--- src/rtl/arb_pkg.sv ---
// Shared types and default sizing for the arbiter / grant-mux pair.
package arb_pkg;

   localparam int ARB_N  = 32;
   localparam int ARB_DW = 8;

   typedef enum logic {
      IDLE   = 1'b0,
      LOCKED = 1'b1
   } arb_state_t;

endpackage

--- src/rtl/onehot_to_bin.sv ---
// One-hot to binary index converter with an exactly-one-bit-set flag.
module onehot_to_bin
   import arb_pkg::*;
#(
   parameter  int N  = ARB_N,
   localparam int IW = $clog2(N)
) (
   input  logic [N-1:0]  onehot,
   output logic [IW-1:0] idx,
   output logic          onehot_ok
);

   always_comb begin
      idx = '0;
      // OR-ing every set position keeps this a flat OR tree; only meaningful when onehot_ok
      for (int unsigned k = 0; k < N; k++) begin
         if (onehot[k]) begin
            idx = idx | IW'(k);
         end
      end
      onehot_ok = (onehot != '0) && ((onehot & (onehot - N'(1))) == '0);
   end

endmodule

--- src/rtl/arb_grant_mux.sv ---
// Grant-driven packet mux: forwards the arbiter's winner through a registered
// output slice, holding the grant until the packet's last beat.
module arb_grant_mux
   import arb_pkg::*;
#(
   parameter  int N  = ARB_N,
   parameter  int DW = ARB_DW,
   localparam int IW = $clog2(N)
) (
   input  logic            clk,
   input  logic            reset,
   input  logic [N-1:0]    req_valid_i,
   input  logic [N*DW-1:0] req_data_i,
   input  logic [N-1:0]    req_last_i,
   output logic [N-1:0]    req_ready_o,
   output logic [N-1:0]    arb_req_o,
   input  logic [N-1:0]    arb_gnt_i,
   output logic            out_valid_o,
   output logic [DW-1:0]   out_data_o,
   output logic            out_last_o,
   output logic [IW-1:0]   out_id_o,
   input  logic            out_ready_i,
   output logic            err_o
);

   arb_state_t    state;
   logic [IW-1:0] owner;
   logic [IW-1:0] gnt_idx;
   logic          gnt_onehot;
   logic          load;
   logic          gnt_bad;
   logic          xfer;
   logic [IW-1:0] sel;
   logic [DW-1:0] sel_data;
   logic          sel_last;

   onehot_to_bin #(.N(N)) u_gnt_dec (
      .onehot    (arb_gnt_i),
      .idx       (gnt_idx),
      .onehot_ok (gnt_onehot)
   );

   assign load = !out_valid_o || out_ready_i;

   always_comb begin
      sel         = (state == LOCKED) ? owner : gnt_idx;
      sel_data    = req_data_i[int'(sel)*DW +: DW];
      sel_last    = req_last_i[sel];
      gnt_bad     = 1'b0;
      xfer        = 1'b0;
      arb_req_o   = '0;
      req_ready_o = '0;
      if (reset) begin
         if (state == IDLE) begin
            arb_req_o = load ? req_valid_i : '0;
            // a grant that is not one-hot or names an idle requester is rejected outright
            if (load && (arb_gnt_i != '0)) begin
               gnt_bad = !gnt_onehot || ((arb_gnt_i & ~req_valid_i) != '0);
               xfer    = !gnt_bad;
            end
         end else begin
            xfer = load && req_valid_i[owner];
         end
         if (xfer) begin
            req_ready_o[sel] = 1'b1;
         end
      end
   end

   always_ff @(posedge clk) begin
      if (!reset) begin
         state       <= IDLE;
         owner       <= '0;
         out_valid_o <= 1'b0;
         out_data_o  <= '0;
         out_last_o  <= 1'b0;
         out_id_o    <= '0;
         err_o       <= 1'b0;
      end else begin
         if (gnt_bad) begin
            err_o <= 1'b1;
         end
         if (load) begin
            out_valid_o <= xfer;
            if (xfer) begin
               out_data_o <= sel_data;
               out_last_o <= sel_last;
               out_id_o   <= sel;
            end
         end
         if (xfer) begin
            case (state)
               IDLE: begin
                  if (!sel_last) begin
                     state <= LOCKED;
                     owner <= sel;
                  end
               end
               LOCKED: begin
                  if (sel_last) begin
                     state <= IDLE;
                  end
               end
               default: state <= IDLE;
            endcase
         end
      end
   end

endmodule

--- config.mk ---
export PLATFORM = sky130hd
export DESIGN_NAME = arb_grant_mux
export DESIGN_NICKNAME = d
export VERILOG_FILES = /design/src/rtl/arb_pkg.sv /design/src/rtl/onehot_to_bin.sv /design/src/rtl/arb_grant_mux.sv
export SDC_FILE = /design/constraint.sdc
export NUM_CORES = 1
export LEC_CHECK = 0
export ABC_AREA = 1
export CORE_AREA = 3 3 169 171
export CTS_CLUSTER_DIAMETER = 120
export CTS_CLUSTER_SIZE = 40
export DETAILED_ROUTE_END_ITERATION = 8
export DIE_AREA = 0 0 172 174
export GPL_ROUTABILITY_DRIVEN = 1
export PLACE_DENSITY = 0.55
export SLEW_MARGIN = 20
export SYNTH_ARGS = -nofsm -noshare
export SYNTH_HDL_FRONTEND = slang
export SYNTH_SLANG_ARGS = --single-unit
--- constraint.sdc ---
create_clock -name clk -period 3.4 [get_ports clk]
set_input_delay 0.68 -clock clk [delete_from_list [all_inputs] [get_ports clk]]
set_output_delay 0.68 -clock clk [all_outputs]
set_load 0.01 [all_outputs]
==> results by stage, run 1 <==
Status:
- The run finished, with violations left.
- The final reports fail on setup timing.

Worst setup path:
- The timing startpoint of the critical path is req_valid_i[3].
- The worst setup path is launched from an input port.
- In this run the critical register-to-register path is captured at out_data_o[7].
- The depth of the most critical reg-to-reg path is 17.
- The register-to-register setup slack is 550 ps.
- STA classifies the critical path endpoint as an output port.
- The critical path is of the input port to output port type.
- The worst register-to-register path begins at state.
- The termination of the worst setup path is req_ready_o[16].
- The arrival time at the worst endpoint is 2830 ps.
- Of all nets on the critical path, the largest fanout is 5.
- For the worst setup path, the data required time is 2720 ps.

Synthesis:
- The portion of synthesized area spent on multiplexers is 0.
- Synthesis inferred 22 register bits.
- The average instance in the mapped netlist occupies 4.94 um^2.
- In the synthesized netlist the async set-or-reset flop fraction comes to 0.
- The parity-gate share of the synthesized area counting xor and xnor cells is 0.
- Of the total synthesized cell area, the portion taken by AND, OR, NAND and NOR gates is 0.679.
- The compound-gate portion of the synthesized area is 0.125.
- Of all cell types, the one taking the most synthesized area is sky130_fd_sc_hd__nand2_1.
- The sequential cell area fraction in the yosys report is 0.0794.
- Of the total synthesized cell area, the portion taken by full adders, half adders and majority gates is 0.
- By area, the combinational part of the netlist is dominated by simple AND/OR/NAND/NOR gates.
- When the netlist entered floorplanning its net count stood at 1479.
- In the synthesized netlist the dominant register cell turns out to be sky130_fd_sc_hd__dfxtp_1.
- Yosys printed 0 warnings.
- The number of enable-type register cells in the synthesized netlist is 0.
- Synthesis produced a netlist whose cell count is 1124.
- The number of different library cells in the post-synthesis netlist is 36.
- Summing every instance area after synthesis gives 5550 um^2.
- By area the synthesized netlist is led by sky130_fd_sc_hd__nand2_1 (29%), sky130_fd_sc_hd__nand3_1 (9.6%), sky130_fd_sc_hd__nor2_1 (9.2%), sky130_fd_sc_hd__dfxtp_1 (7.9%), sky130_fd_sc_hd__nand4_1 (7.3%).
- The fraction of synthesized cell area taken by the top area cell type is 0.288.

Die:
- 435 I/O pins were placed.
- The initial utilization of the core area, before any placement, comes to 0.205.
- The total area inside the core boundary comes to 27000 um^2.
- The die is 172 um wide.
- The die is 174 um tall.
- The floorplan has 60 rows.
- The die covers 29900 um^2.

STA:
- The final number of hold-violating endpoints is 0.
- Of the available clock period, the critical path in the final layout requires 1.03.
- The post-layout minimum cycle time is 3510 ps.
- Setup repair after global routing could not meet its margin everywhere.
- The final critical-path setup slack is -108 ps.
- The number of endpoints failing setup at the final stage is 21.
- The max-slew violation count is 0.
- Across the routed clock network, the largest skew measured is 8.90 ps.
- Headroom to the max-slew limit came out at 0.550.
- For this run, the top clock speed supported by timing is 285 MHz.
- The transition time at the pin with the least slew margin is 674 ps.

Clocking:
- No sink is reached through more buffers than the 2 on the longest clock path.
- The clock sink count is 22.
- The clock transition at the registers of the reported paths is 70 ps.
- CTS built an H-tree with a depth of 1.
- The clock latency reported for the late side of the worst-skew pair is 260 ps.
- TritonCTS built the clock tree.
- The library cell used as clock root buffer is sky130_fd_sc_hd__clkbuf_16.
- The post-cts hold buffer count is 0.
- The CTS buffer count is 3.

Finish:
- Relative to the synthesized area, the layout overhead comes to 115%.
- At the end of the flow, the number of nets in the layout was 2050.
- The final cell utilization of the core is 0.442.
- In the final layout, the share of cells above drive strength 1 is 0.245.

Route:
- The number of iterations in the first detailed-routing pass is 5.
- The count of nets left with antenna violations once routing finished came out at 0.
- After detailed routing, the average wire length per cell comes to 19.0 um.
- Detailed routing inserted a total of 9606 vias.
- The first routing iteration left 585 violations.
- The detail-routed via count per cell is 4.71.
- The total routed wirelength is 38800 um.
- The remaining routing DRC violations is 0.

Placement:
- The count of input and output buffers is 434.
- The placer congestion estimate is 0.954.
- Detailed placement finished with a half-perimeter wire length of 32300 um.
- Before CTS, the worst setup slack after placement is -927 ps.

GRT:
- The via count of the first global-routing pass is 9393.
- The total track usage is 0.242.
- The first global-routing pass estimated 55700 um of wire.
- The residual overflow from global routing is 0.
- The initial antenna violation count is 4.
- Entering global routing, the biggest net connects 69 pins.

Run:
- The max capacitance violation total is 0.

Power:
- The static leakage is 5.29 nW.
- The power density over the cells is 120 nW/um^2.
- Across the VDD grid, the largest voltage drop is 169 uV.

Hold path:
- The worst min-delay path class is flop to flop.
[per-layer routing]
metal / track usage / vias to the layer above / share of wire
met5: 0 / - / 0
met1: 0.266 / 4336 / 0.37
li1: - / 4825 / -
met3: 0.0453 / 59 / 0.070
met4: 0.0659 / 0 / 0.033
met2: 0.465 / 386 / 0.53
[cell type report]
type | count | area [um^2]
diodes | 4 | 10.0
clock buffers | 3 | 75.1
clock inverters | 1 | 30.0
fillers | 2986 | 15100
inverters | 91 | 369
multi-input cells | 951 | 4920
flip-flops and latches | 22 | 440
well taps | 341 | 427
repair buffers | 626 | 5670
[how the worst min path moves through the flow]
stage               slack (ps)  cells after the start     to  start
CTS                        480                      2  err_o  err_o
floorplan                  500                      2  err_o  err_o
global route               490                      2  err_o  err_o
global placement           460                      2  err_o  err_o
finish                     470                      2  err_o  err_o
detailed placement         460                      2  err_o  err_o
[sequential cells by signal, indices dropped and copies added (netlist names)]
register and flops:
err_o 1, out_data_o 8, out_id_o 5, out_last_o 1
out_valid_o 1, owner 5, state 1
[per-stage QoR]
step	cell area, um^2	power, mW	setup TNS (ps)	instances	hold slack, ps
2_1_floorplan	5550	0.446	0	1124	502
3_3_place_gp	11300	1.09	-33260	1996	456
3_5_place_dp	11300	1.09	-32820	1996	461
4_1_cts	11700	1.43	-4910	2034	476
5_1_grt	11900	1.51	-5020	2039	491
6_report	11900	1.44	-1260	2039	474
[synthesized netlist by cell type (2+ instances only)]
master,number
sky130_fd_sc_hd__inv_1,84
sky130_fd_sc_hd__o21ai_0,60
sky130_fd_sc_hd__buf_1,7
sky130_fd_sc_hd__buf_4,5
sky130_fd_sc_hd__nand2_2,3
sky130_fd_sc_hd__dfxtp_1,22
sky130_fd_sc_hd__nand2_1,425
sky130_fd_sc_hd__o21ai_1,9
sky130_fd_sc_hd__nand3b_1,16
sky130_fd_sc_hd__nand4_1,65
sky130_fd_sc_hd__o211ai_1,4
sky130_fd_sc_hd__nor2_2,9
sky130_fd_sc_hd__nor3_4,3
sky130_fd_sc_hd__nand2_4,13
sky130_fd_sc_hd__nor2_1,136
sky130_fd_sc_hd__a21oi_1,51
sky130_fd_sc_hd__buf_2,29
sky130_fd_sc_hd__nor2_4,7
sky130_fd_sc_hd__nand3_1,106
sky130_fd_sc_hd__nand3_4,2
sky130_fd_sc_hd__inv_4,2
sky130_fd_sc_hd__nand3_2,3
sky130_fd_sc_hd__inv_2,4
sky130_fd_sc_hd__o22ai_1,2
sky130_fd_sc_hd__nor3_1,29
sky130_fd_sc_hd__clkbuf_1,18
[where the power goes]
group	switching (mW)	leakage (nW)	internal, mW
clock	0.0996	0.0511	0.234
sequential	0.000301	0.177	0.258
combinational	0.310	5.06	0.534
total	0.410	5.29	1.03
[worst max-delay path: stages]
cell and delay (ps):
sky130_fd_sc_hd__clkdlybuf4s50_1 510, sky130_fd_sc_hd__o22ai_1 80, sky130_fd_sc_hd__nor3_1 150, sky130_fd_sc_hd__nand3_1 120, sky130_fd_sc_hd__nor2_2 160, sky130_fd_sc_hd__nand3_2 110, sky130_fd_sc_hd__nor2_4 110, sky130_fd_sc_hd__nand3_2 100
sky130_fd_sc_hd__nand2_4 80, sky130_fd_sc_hd__inv_4 50, sky130_fd_sc_hd__nor2_8 110, sky130_fd_sc_hd__buf_12 150, sky130_fd_sc_hd__nand2_8 50, sky130_fd_sc_hd__buf_6 120, sky130_fd_sc_hd__nor2_1 70, sky130_fd_sc_hd__buf_2 150
[cells by family (layout without fill, tap and decap cells)]
| logic type | Yosys count | count (layout) |
|---|---|---|
| simple gates | 821 | 821 |
| buf+inv | 151 | 721 |
| compound gates | 130 | 130 |
| flops | 22 | 22 |
| other cells | 0 | 4 |
[cell usage in the layout (no fill, tap or decap), drive strengths merged, types with 2 or more instances in the layout]
cell and count:
nand2 441, o211ai 4, dfxtp 22, nand3b 16, clkbuf 6, clkdlybuf4s50 339, buf 248, nand3 111
clkdlybuf4s15 3, o21ai 70, diode 4, clkinvlp 2, nor2 153, a21oi 51, inv 89, dlygate4sd2 32
nand4 65, nor3 33, o22ai 3
[what timing repair did]
| action | in CTS | in global routing |
|---|---|---|
| setup buffers | 33 | 3 |
| pin swaps | 53 | 59 |
| hold endpoints to repair | 0 | 0 |
| gates cloned | 1 | 0 |
| gates resized for setup | 354 | 105 |
| setup endpoints to repair | 44 | 47 |
Power figures use the tool's default switching activity.
==> run 2, diff against run 1 <==
==> constraint.sdc (replaced) <==
create_clock -name clk -period 4.15 [get_ports clk]
set_input_delay 0.83 -clock clk [delete_from_list [all_inputs] [get_ports clk]]
set_output_delay 0.83 -clock clk [all_outputs]
set_load 0.01 [all_outputs]
==> run 2 against run 1 <==
  * Critical path type unchanged
  * Sequential share of layout area is 0.25 points higher
  * Largest cell class unchanged
  * The run now ends clean
  * Worst setup slack better by 240 ps
  * Wire length shrank 1.6%
==> results by stage, run 2 (synthesis gave the netlist of run 1 again) <==
Placement:
- The count of input and output buffers was 434 (unchanged).
- The worst slack at placement is -512 ps (+415 ps).
- The post-detailed-placement cell area is 11100 um^2 (-1.6%).
- The detailed placer's ending HPWL is 31900 um (-1.3%).
- The placer congestion estimate was 0.934 (-2.1%).
- The number of placed cells counting well taps was 1976 (-1.0%).

Die:
- The core box area is 27000 um^2 (unchanged).
- The die outline height is 174 um (unchanged).
- The initial core utilization was 0.205 (unchanged).
- The standard-cell row count is 60 (unchanged).
- The number of ports placed on the die boundary was 435 (unchanged).
- The floorplan die area came to 29900 um^2 (unchanged).
- The width of the chip was 172 um (unchanged).

Power:
- The internal power was 767 uW (-25%).
- The power share of the combinational group is 0.616 (+0.028).
- The share of power burned in registers came to 0.196 (+0.016).
- The part of the total power dissipated in the clock network is 0.189 (-0.043).
- The highest ir drop seen on vdd is 167 uV (-0.69%).
- The power density over the cells is 96.6 nW/um^2 (-20%).
- The net switching share of the total power is 0.291 (+0.00511).
- The static leakage came to 4.99 nW (-5.7%).
- The reported net switching power came to 314 uW (-23%).

Route:
- The DRC violation total after the first TritonRoute iteration is 656 (+12%).
- The number of iterations in the first detailed-routing pass is 5 (unchanged).
- The average detailed-routed wire length per instance was 19.2 um (+0.95%).
- The total routed wirelength is 38200 um (-1.6%).
- The via count of the routed design is 9477 (-1.3%).
- The detail-routed via count per cell was 4.77 (+1.2%).
- The remaining number of nets flagged by the antenna check after routing is 0 (unchanged).
- The remaining routing DRC violations is 0 (unchanged).

Clocking:
- The clock sink count was 22 (unchanged).
- The clock transition at the registers of the reported paths was 60 ps (about the same).
- The TritonCTS clock tree is built.
- The deepest level of the CTS H-tree came to 1 (unchanged).
- The cell sitting at the root of the clock tree is a sky130_fd_sc_hd__clkbuf_16.
- The CTS buffer count came to 3 (unchanged).
- The maximum number of buffers from clock root to sink is 2 (unchanged).
- The clock latency reported for the late side of the worst-skew pair is 260 ps (about the same).

Finish:
- The area growth from synthesis to layout is 102%.
- The fraction of final layout cells sized beyond drive strength 1 came to 0.167 (-0.0779).
- The top cell types in the final layout, fill and taps aside, are sky130_fd_sc_hd__nand2_1 (420), sky130_fd_sc_hd__clkdlybuf4s50_1 (371), sky130_fd_sc_hd__buf_4 (134).
- The count of fill cells added during filler insertion is 2999 (+0.44%).
- The leading cell type in the layout, fill and taps excluded is sky130_fd_sc_hd__nand2_1.
- The net count of the finished layout is 1997 (-2.6%).
- The post-route cell area is 11200 um^2 (-6.3%).
- The flip-flop count of the largest register after layout is 8 (unchanged).
- The largest registers in the layout are out_data_o: 8 flops, out_id_o: 5 flops, owner: 5 flops.
- The final instance count without filler cells came to 1988 (-2.5%).
- out_data_o holds more flip-flops than any other register.

STA:
- The worst hold slack came to 487 ps (+12.1 ps).
- The clock tree skew after final layout came to 4.58 ps (-4.32 ps).
- The transition time at the pin with the least slew margin is 718 ps (+43.9 ps).
- The final critical-path setup slack is 129 ps (+237 ps).
- The worst path needs 4020 ps of the cycle, external delays included.
- The max-slew violation count is 0 (unchanged).
- The final period utilization is 0.969.
- Timing would allow up to 249 MHz.
- The final number of hold-violating endpoints is 0 (unchanged).
- The number of endpoints failing setup at the final stage is 0 (-100%).
- The worst max-slew margin expressed relative to the limit came to 0.521 (-0.0293).
- The aggregate negative setup slack is 0 ps (+1260 ps).

Worst setup path:
- The arrival time at the worst endpoint came to 3190 ps (+360 ps).
- The start of the worst register-to-register path is owner[0].
- The setup path with the least slack is of type input port to output port.
- The critical path ends at req_ready_o[8].
- The highest net fanout along the worst path is 5 (unchanged).
- The endpoint type of the worst setup path is an output port.
- The register-to-register setup slack is 1090 ps (+540 ps).
- The critical path data required time is 3320 ps (+600 ps).
- The endpoint identified for the worst register-to-register timing path is out_data_o[4].
- The critical path startpoint category is an input port.
- The timing startpoint of the critical path is req_valid_i[23].
- The depth of the most critical reg-to-reg path is 14 (-3).

GRT:
- The residual overflow from global routing came to 0 (unchanged).
- The total track usage is 0.238 (-0.00436).
- The maximum number of pins on one net before global-route repair is 65 (-5.8%).
- The first-pass GRT wire length came to 54900 um (-1.4%).
- The via count of the first global-routing pass is 9209 (-2.0%).
- The initial antenna violation count came to 6 (+2).

Hold path:
- The worst hold path belongs to the class flop to flop.

Run:
- The max capacitance violation total came to 0 (unchanged).

Status:
- The flow ran to the end, and the final reports show no timing, DRC or antenna violations.
run 2: cell types whose count changed in the layout (fill, tap and decap cells not counted), sizes merged:
cell	before	now
dlymetal6s2s	1	2
clkbuf	6	20
buf	248	156
clkdlybuf4s15	3	2
clkdlybuf4s50	339	371
clkinvlp	2	0
bufinv	1	0
dlygate4sd2	32	25
inv	89	91
diode	4	7
run 2: how the worst min path moves through the flow:
| stage | from | end | cells after the start |
|---|---|---|---|
| after floorplan | err_o | err_o | 2 |
| after global placement | err_o | err_o | 2 |
| after detailed placement | err_o | err_o | 2 |
| after CTS | err_o | err_o | 2 |
| after global routing | err_o | err_o | 2 |
| final | err_o | err_o | 2 |
run 2: per-stage QoR:
stage / util / power, mW
global placement: 0.411 / 0.883
finish: 0.414 / 1.08
CTS: 0.417 / 1.08
floorplan: - / 0.365
global route: 0.414 / 1.14
detailed placement: 0.411 / 0.881
run 2: final cells by class:
| type | instances | area (um^2) | area share |
|---|---|---|---|
| Multi-Input combinational cell | 951 | 4640 | 0.414 |
| Clock buffer | 3 | 75.1 | 0.00670 |
| Inverter | 91 | 359 | 0.0321 |
| Sequential cell | 22 | 440 | 0.0393 |
| Antenna cell | 7 | 17.5 | 0.00156 |
| Tap cell | 341 | 427 | 0.0381 |
| Timing Repair Buffer | 573 | 5240 | 0.468 |
run 2: power by group through the flow:
| stage | Clock, mW | Sequential [mW] | Combinational [mW] |
|---|---|---|---|
| detailed placement | 0 | 0.217 | 0.664 |
| finish | 0.204 | 0.212 | 0.666 |
| global placement | 0 | 0.217 | 0.666 |
| floorplan | 0 | 0.217 | 0.149 |
| CTS | 0.208 | 0.212 | 0.663 |
| global route | 0.216 | 0.212 | 0.713 |
run 2: worst max-delay path, stage by stage:
cell                              delay [ps]
sky130_fd_sc_hd__clkdlybuf4s50_1         460
sky130_fd_sc_hd__inv_1                    90
sky130_fd_sc_hd__nand2_1                  60
sky130_fd_sc_hd__o21ai_0                  70
sky130_fd_sc_hd__nor2_1                  110
sky130_fd_sc_hd__nand2_1                  70
sky130_fd_sc_hd__nor2_1                  120
sky130_fd_sc_hd__nand3_1                 100
sky130_fd_sc_hd__nor2_2                  150
sky130_fd_sc_hd__nand3_1                 100
sky130_fd_sc_hd__nor2_2                  120
sky130_fd_sc_hd__nand3_2                 130
sky130_fd_sc_hd__nand2_4                 100
sky130_fd_sc_hd__inv_4                    50
sky130_fd_sc_hd__nor2_8                  150
sky130_fd_sc_hd__buf_12                  150
sky130_fd_sc_hd__nand2_4                  60
sky130_fd_sc_hd__nor2_2                   90
sky130_fd_sc_hd__buf_2                   150
run 2: timing repair:
item	CTS	global route
pin swaps	7	16
endpoints found under the setup margin	32	32
gates cloned	1	0
resized for setup	116	88
hold buffers	0	0
setup buffers	1	0
run 2: metal layers:
layer	wire length, um	global-route usage
met3	2380	0.0389
met2	20100	0.459
met4	1060	0.0615
met5	0	0
met1	14700	0.265
==> patch 1 (config.mk and constraints of run 1) <==
The package constant `ARB_DW` goes from 8 to 7.
--- a/src/rtl/arb_pkg.sv
+++ b/src/rtl/arb_pkg.sv
@@ -3,5 +3,5 @@
 
    localparam int ARB_N  = 32;
-   localparam int ARB_DW = 8;
+   localparam int ARB_DW = 7;
 
    typedef enum logic {
Interface: changed (resized out_data_o and req_data_i); port bits go from 435 to 402. No check against the original RTL was run, so the function may have changed too.
==> patch 1 against run 1 <==
The run still ends with setup timing left. Design area rose by 0.95%. Power shrank 4.9%. Sequential power shrank 5%. Via count grew 4.7%. Sequential cell count fell by 1. Sequential share of layout area is 0.20 points lower. Worst setup slack got worse by 0.047 ns. Synthesized area increased by 5.9%. Combinational power is 2.5% higher. Routed wire length up 0.97%. First-iteration DRC count fell by 3.2%. Largest power group unchanged. Highest routed layer unchanged.
==> patch 1: results (changes against run 1) <==
Routing
  – Vias per Instance: 4.57 (-3.1%)
  – Avg WL per Cell: 17.8 um (-6.5%)
  – WL met1: 15.3 mm (+6.9%)
  – DRT iter0 DRCs: 566 (-3.2%)
  – Met2 WL: 19.7 mm (-4.2%)
  – Met3 wire length: 2.77 mm (+2.4%)
  – Total length of routed wires: 39.2 mm (+0.97%)

Power and ir drop
  – PD cells: 113 nW/um^2 (-5.8%)
  – Sw Share: 32.2% (+3.7 points)
  – VDD IR max: 0.000114 V (-32%)
  – Leak: 6.18 nW (+17%)

Critical path
  – Crit path DAT: 2.87 ns (+0.04 ns)
  – CP Launch Point: arb_gnt_i[13]
  – Crit path capture: req_ready_o[14]
  – R2R Path Start: owner[0]
  – FF-to-FF path depth: 18 (+1)
  – Reg-to-reg endpoint: out_data_o[1]
  – Critical Path Fanout Max: 8 (+3)

Placed design
  – Inst Count DP: 2152 (+7.8%)
  – IO Port Bufs: 401 (-7.6%)
  – HPWL after detailed placement: 32.4 mm (about the same)
  – GP Congestion: 0.946 (-0.83%)
  – Dpl ws: -1.00 ns (-0.0765 ns)
  – Placed inst area: 11300 um^2 (-0.31%)

STA
  – Worst Hold Slack: 0.518 ns (+0.0432 ns)
  – Clock Skew: 0.00165 ns (-0.00724 ns)
  – Rel. slew slack: 52.4% (-2.7 points)
  – Fin worst setup slack: -0.155 ns (-0.0467 ns)
  – Final setup viols: 31 (+48%)

Min path
  – Hold Startpoint: out_last_o
  – Hold Path End: out_last_o

Synthesis
  – Synth top area cells: nand2_1, dfxtp_1, inv_1, nor2_1, nor3_1
  – Synthesized Nets: 1632 (+10%)
  – Post-synthesis compound-gate area fraction: 7.47% (-5.1 points)
  – Cells after Synth: 1309 (+16%)
  – Post-synthesis sequential area ratio: 7.16% (-0.78 points)
  – Netlist cell types: 33 (-8.3%)
  – Synth cell count leaders: nand2_1, inv_1, nor2_1

Layout
  – Clock-cell share: 0.664% (-0.22 points)
  – Multi-input logic area: 5320 um^2 (+8.0%)
  – Sequential share of cell area: 3.49% (-0.20 points)
  – Multi-input gates: 1114 (+17%)
  – Inverter count: 116 (+27%)
  – Number of fill cells: 3058 (+2.4%)
  – Seq cells: 21 (-4.5%)
  – Largest registers: out_data_o (7), out_id_o (5), owner (5)
  – Share of cells above drive strength 1: 22.9% (-1.6 points)
  – Signal buf overhead: 44.5% (-3.0 points)
  – Antenna diode count: 5 (+1)
  – Non-clk bufs: 602 (-3.8%)

Global routing
  – M1 GR Usage: 27.8% (+1.2 points)
  – Gr usage total: 24.5% (+0.32 points)
  – Vias in the first global route: 9990 (+6.4%)
  – Largest net degree at the start of global routing: 78 (+13%)
  – First-pass GRT wire length: 56.8 mm (+2.0%)
  – GRT met2 Usage: 44.6% (-1.9 points)

Status
  – Outcome: complete, but fails checks
  – Violated checks: setup timing
## patch 1: cell count changes in the layout (fill, tap and decap cells not counted), moves of 17 or more
cell | before | now
nand3_1 | 98 | 41
nand4_1 | 65 | 10
inv_1 | 62 | 83
a21oi_1 | 51 | 19
nand2_1 | 409 | 740
clkdlybuf4s50_1 | 339 | 305
nor2_2 | 33 | 16
nor3_2 | 1 | 19
## patch 1: critical path, cell delays in order
cell      delay, ns
buf_2          0.14
nor2_4         0.15
buf_4          0.12
buf_4          0.10
inv_1          0.04
nor2_2         0.10
nand2_1        0.06
nand2_1        0.08
nand2_1        0.05
nor2_1         0.08
nand3b_1       0.13
nor2_4         0.14
nand4_1        0.16
nand2_4        0.21
buf_12         0.14
nand2_8        0.09
nor3_4         0.21
buf_2          0.17
## patch 1: what timing repair did
item | in CTS | in global routing
gates cloned | 3 | 1
setup buffers | 30 | 8
gates resized for setup | 403 | 80
endpoints found under the hold margin | 0 | 0
pin swaps | 49 | 38
endpoints found under the setup margin | 35 | 39
==> patch 2 (config.mk and constraints of run 1) <==
Made on the original files. Put one more register stage on the output `err_o`, without a reset. The value now appears one clock later. The other outputs are not delayed to match.
--- a/src/rtl/arb_grant_mux.sv
+++ b/src/rtl/arb_grant_mux.sv
@@ -23,4 +23,6 @@
    output logic            err_o
 );
+
+   logic err_s0;
 
    arb_state_t    state;
@@ -76,8 +78,8 @@
          out_last_o  <= 1'b0;
          out_id_o    <= '0;
-         err_o       <= 1'b0;
+         err_s0      <= 1'b0;
       end else begin
          if (gnt_bad) begin
-            err_o <= 1'b1;
+            err_s0 <= 1'b1;
          end
          if (load) begin
@@ -108,4 +110,8 @@
    end
 
+   always_ff @(posedge clk) begin
+      err_o <= err_s0;
+   end
+
 endmodule
 
Function: changed (Yosys sat finds a counterexample within 4 cycles, from zero or initial values and one cycle with reset low).
==> patch 2 against run 1 <==
The flow still finishes with violations (setup timing). Worst hold slack worse by 0.10 ns. Synthesized area is 4.7% higher. Sequential cell count grew 1. Global-route usage grew 0.76 points. Routed wire length grew 3.1%. Critical path depth is 6 lower. Design area shrank 0.37%. First-iteration DRC count down 5.5%. Power is 4.4% lower. Worst setup slack improved by 0.039 ns. Largest cell class unchanged.
==> patch 2: results (changes against run 1) <==
Power and ir drop
  – Reg power frac: 19.8% (+1.8 points)
  – Leak: 5.40 nW (+2.2%)
  – Clock power frac: 18.9% (-4.3 points)
  – VDD IR max: 0.000154 V (-8.6%)
  – Internal Power: 0.961 mW (-6.4%)
  – P_seq: 0.271 mW (+5%)

Layout
  – Nets@finish: 2070 (+0.98%)
  – Share of cells above drive strength 1: 22.8% (-1.7 points)
  – Multi-input combinational area share: 41.8% (+0.62 points)
  – Sequential share of cell area: 3.87% (+0.18 points)
  – Multi-input gates: 978 (+2.8%)
  – Non-clk bufs: 606 (-3.2%)
  – Clock-cell share: 0.662% (-0.22 points)
  – Antenna diode count: 7 (+3)
  – FF+latch area: 460 um^2 (+4.5%)

Routing
  – WL met1: 15.6 mm (+9.2%)
  – DRT iter0 DRCs: 553 (-5.5%)
  – Avg WL per Cell: 19.4 um (+1.9%)
  – Total length of routed wires: 40.0 mm (+3.1%)
  – Uppermost layer routed: met5
  – Met3 wire length: 2.44 mm (-9.8%)
  – Vias per Instance: 4.75 (+0.80%)

STA
  – Final setup viols: 25 (+19%)
  – Fin worst setup slack: -0.0686 ns (+0.0395 ns)
  – Worst Hold Slack: 0.370 ns (-0.105 ns)
  – Clock Skew: 0.00200 ns (-0.00690 ns)
  – Sum Neg Setup Slack: -0.621 ns (+0.635 ns)

Min path
  – Cell depth of the worst hold path: 0 (-2)
  – Hold Startpoint: err_s0

Global routing
  – Grt met3 use: 4.00% (-0.52 points)
  – Vias in the first global route: 9764 (+3.9%)
  – Initial antenna violation count: 6 (+2)
  – GRT met2 Usage: 46.0% (-0.54 points)
  – M1 GR Usage: 28.7% (+2.0 points)
  – Largest net degree at the start of global routing: 44 (-36%)
  – First-pass GRT wire length: 57.1 mm (+2.6%)
  – Gr usage total: 25.0% (+0.76 points)

Critical path
  – Crit path DAT: 2.79 ns (-0.04 ns)
  – Reg-to-reg endpoint: owner[1]
  – Critical Path Fanout Max: 8 (+3)
  – Slowest stage delay, CP: 0.45 ns (-0.06 ns)
  – FF-to-FF path depth: 18 (+1)

CTS
  – Num Clock Sinks: 23 (+4.5%)

Synthesis
  – Netlist cell types: 39 (+8.3%)
  – Post-synthesis compound-gate area fraction: 13.6% (+1.0 points)
  – Post-synthesis sequential area ratio: 7.92% (-0.014 points)
  – XOR/XNOR Fraction of Synth Area: 0% (unchanged)
  – Synth top area cells: nand2_1, nor2_1, dfxtp_1, nand3_1, inv_1
  – Cells after Synth: 1164 (+3.6%)
  – Synthesized Nets: 1519 (+2.7%)

Placed design
  – Dpl ws: -1.06 ns (-0.131 ns)
  – HPWL after detailed placement: 34.0 mm (+5.1%)
  – GP Congestion: 0.967 (+1.3%)

Status
  – Violated checks: setup timing
  – Outcome: complete, but fails checks
[patch 2: how the worst max path moves through the flow]
stage / start / to / cells past startpoint
4_1_cts: arb_gnt_i[0] / req_ready_o[19] / 18
6_report: arb_gnt_i[31] / req_ready_o[4] / 10
5_1_grt: arb_gnt_i[1] / req_ready_o[11] / 19
2_1_floorplan: arb_gnt_i[9] / req_ready_o[0] / 15
3_3_place_gp: arb_gnt_i[3] / req_ready_o[4] / 18
3_5_place_dp: arb_gnt_i[3] / req_ready_o[30] / 18
[patch 2: what timing repair did]
item                                    in CTS  in global routing
hold endpoints to repair                     0                  0
pin swaps                                   50                 14
gates resized for setup                    373                 47
endpoints found under the setup margin      47                 41
buffers inserted                            12                  3
[patch 2: critical path, delay by kind of cell]
kind,cells,cell delay (ns)
AND/OR/NAND/NOR,6,1.22
buffers and inverters,4,0.88
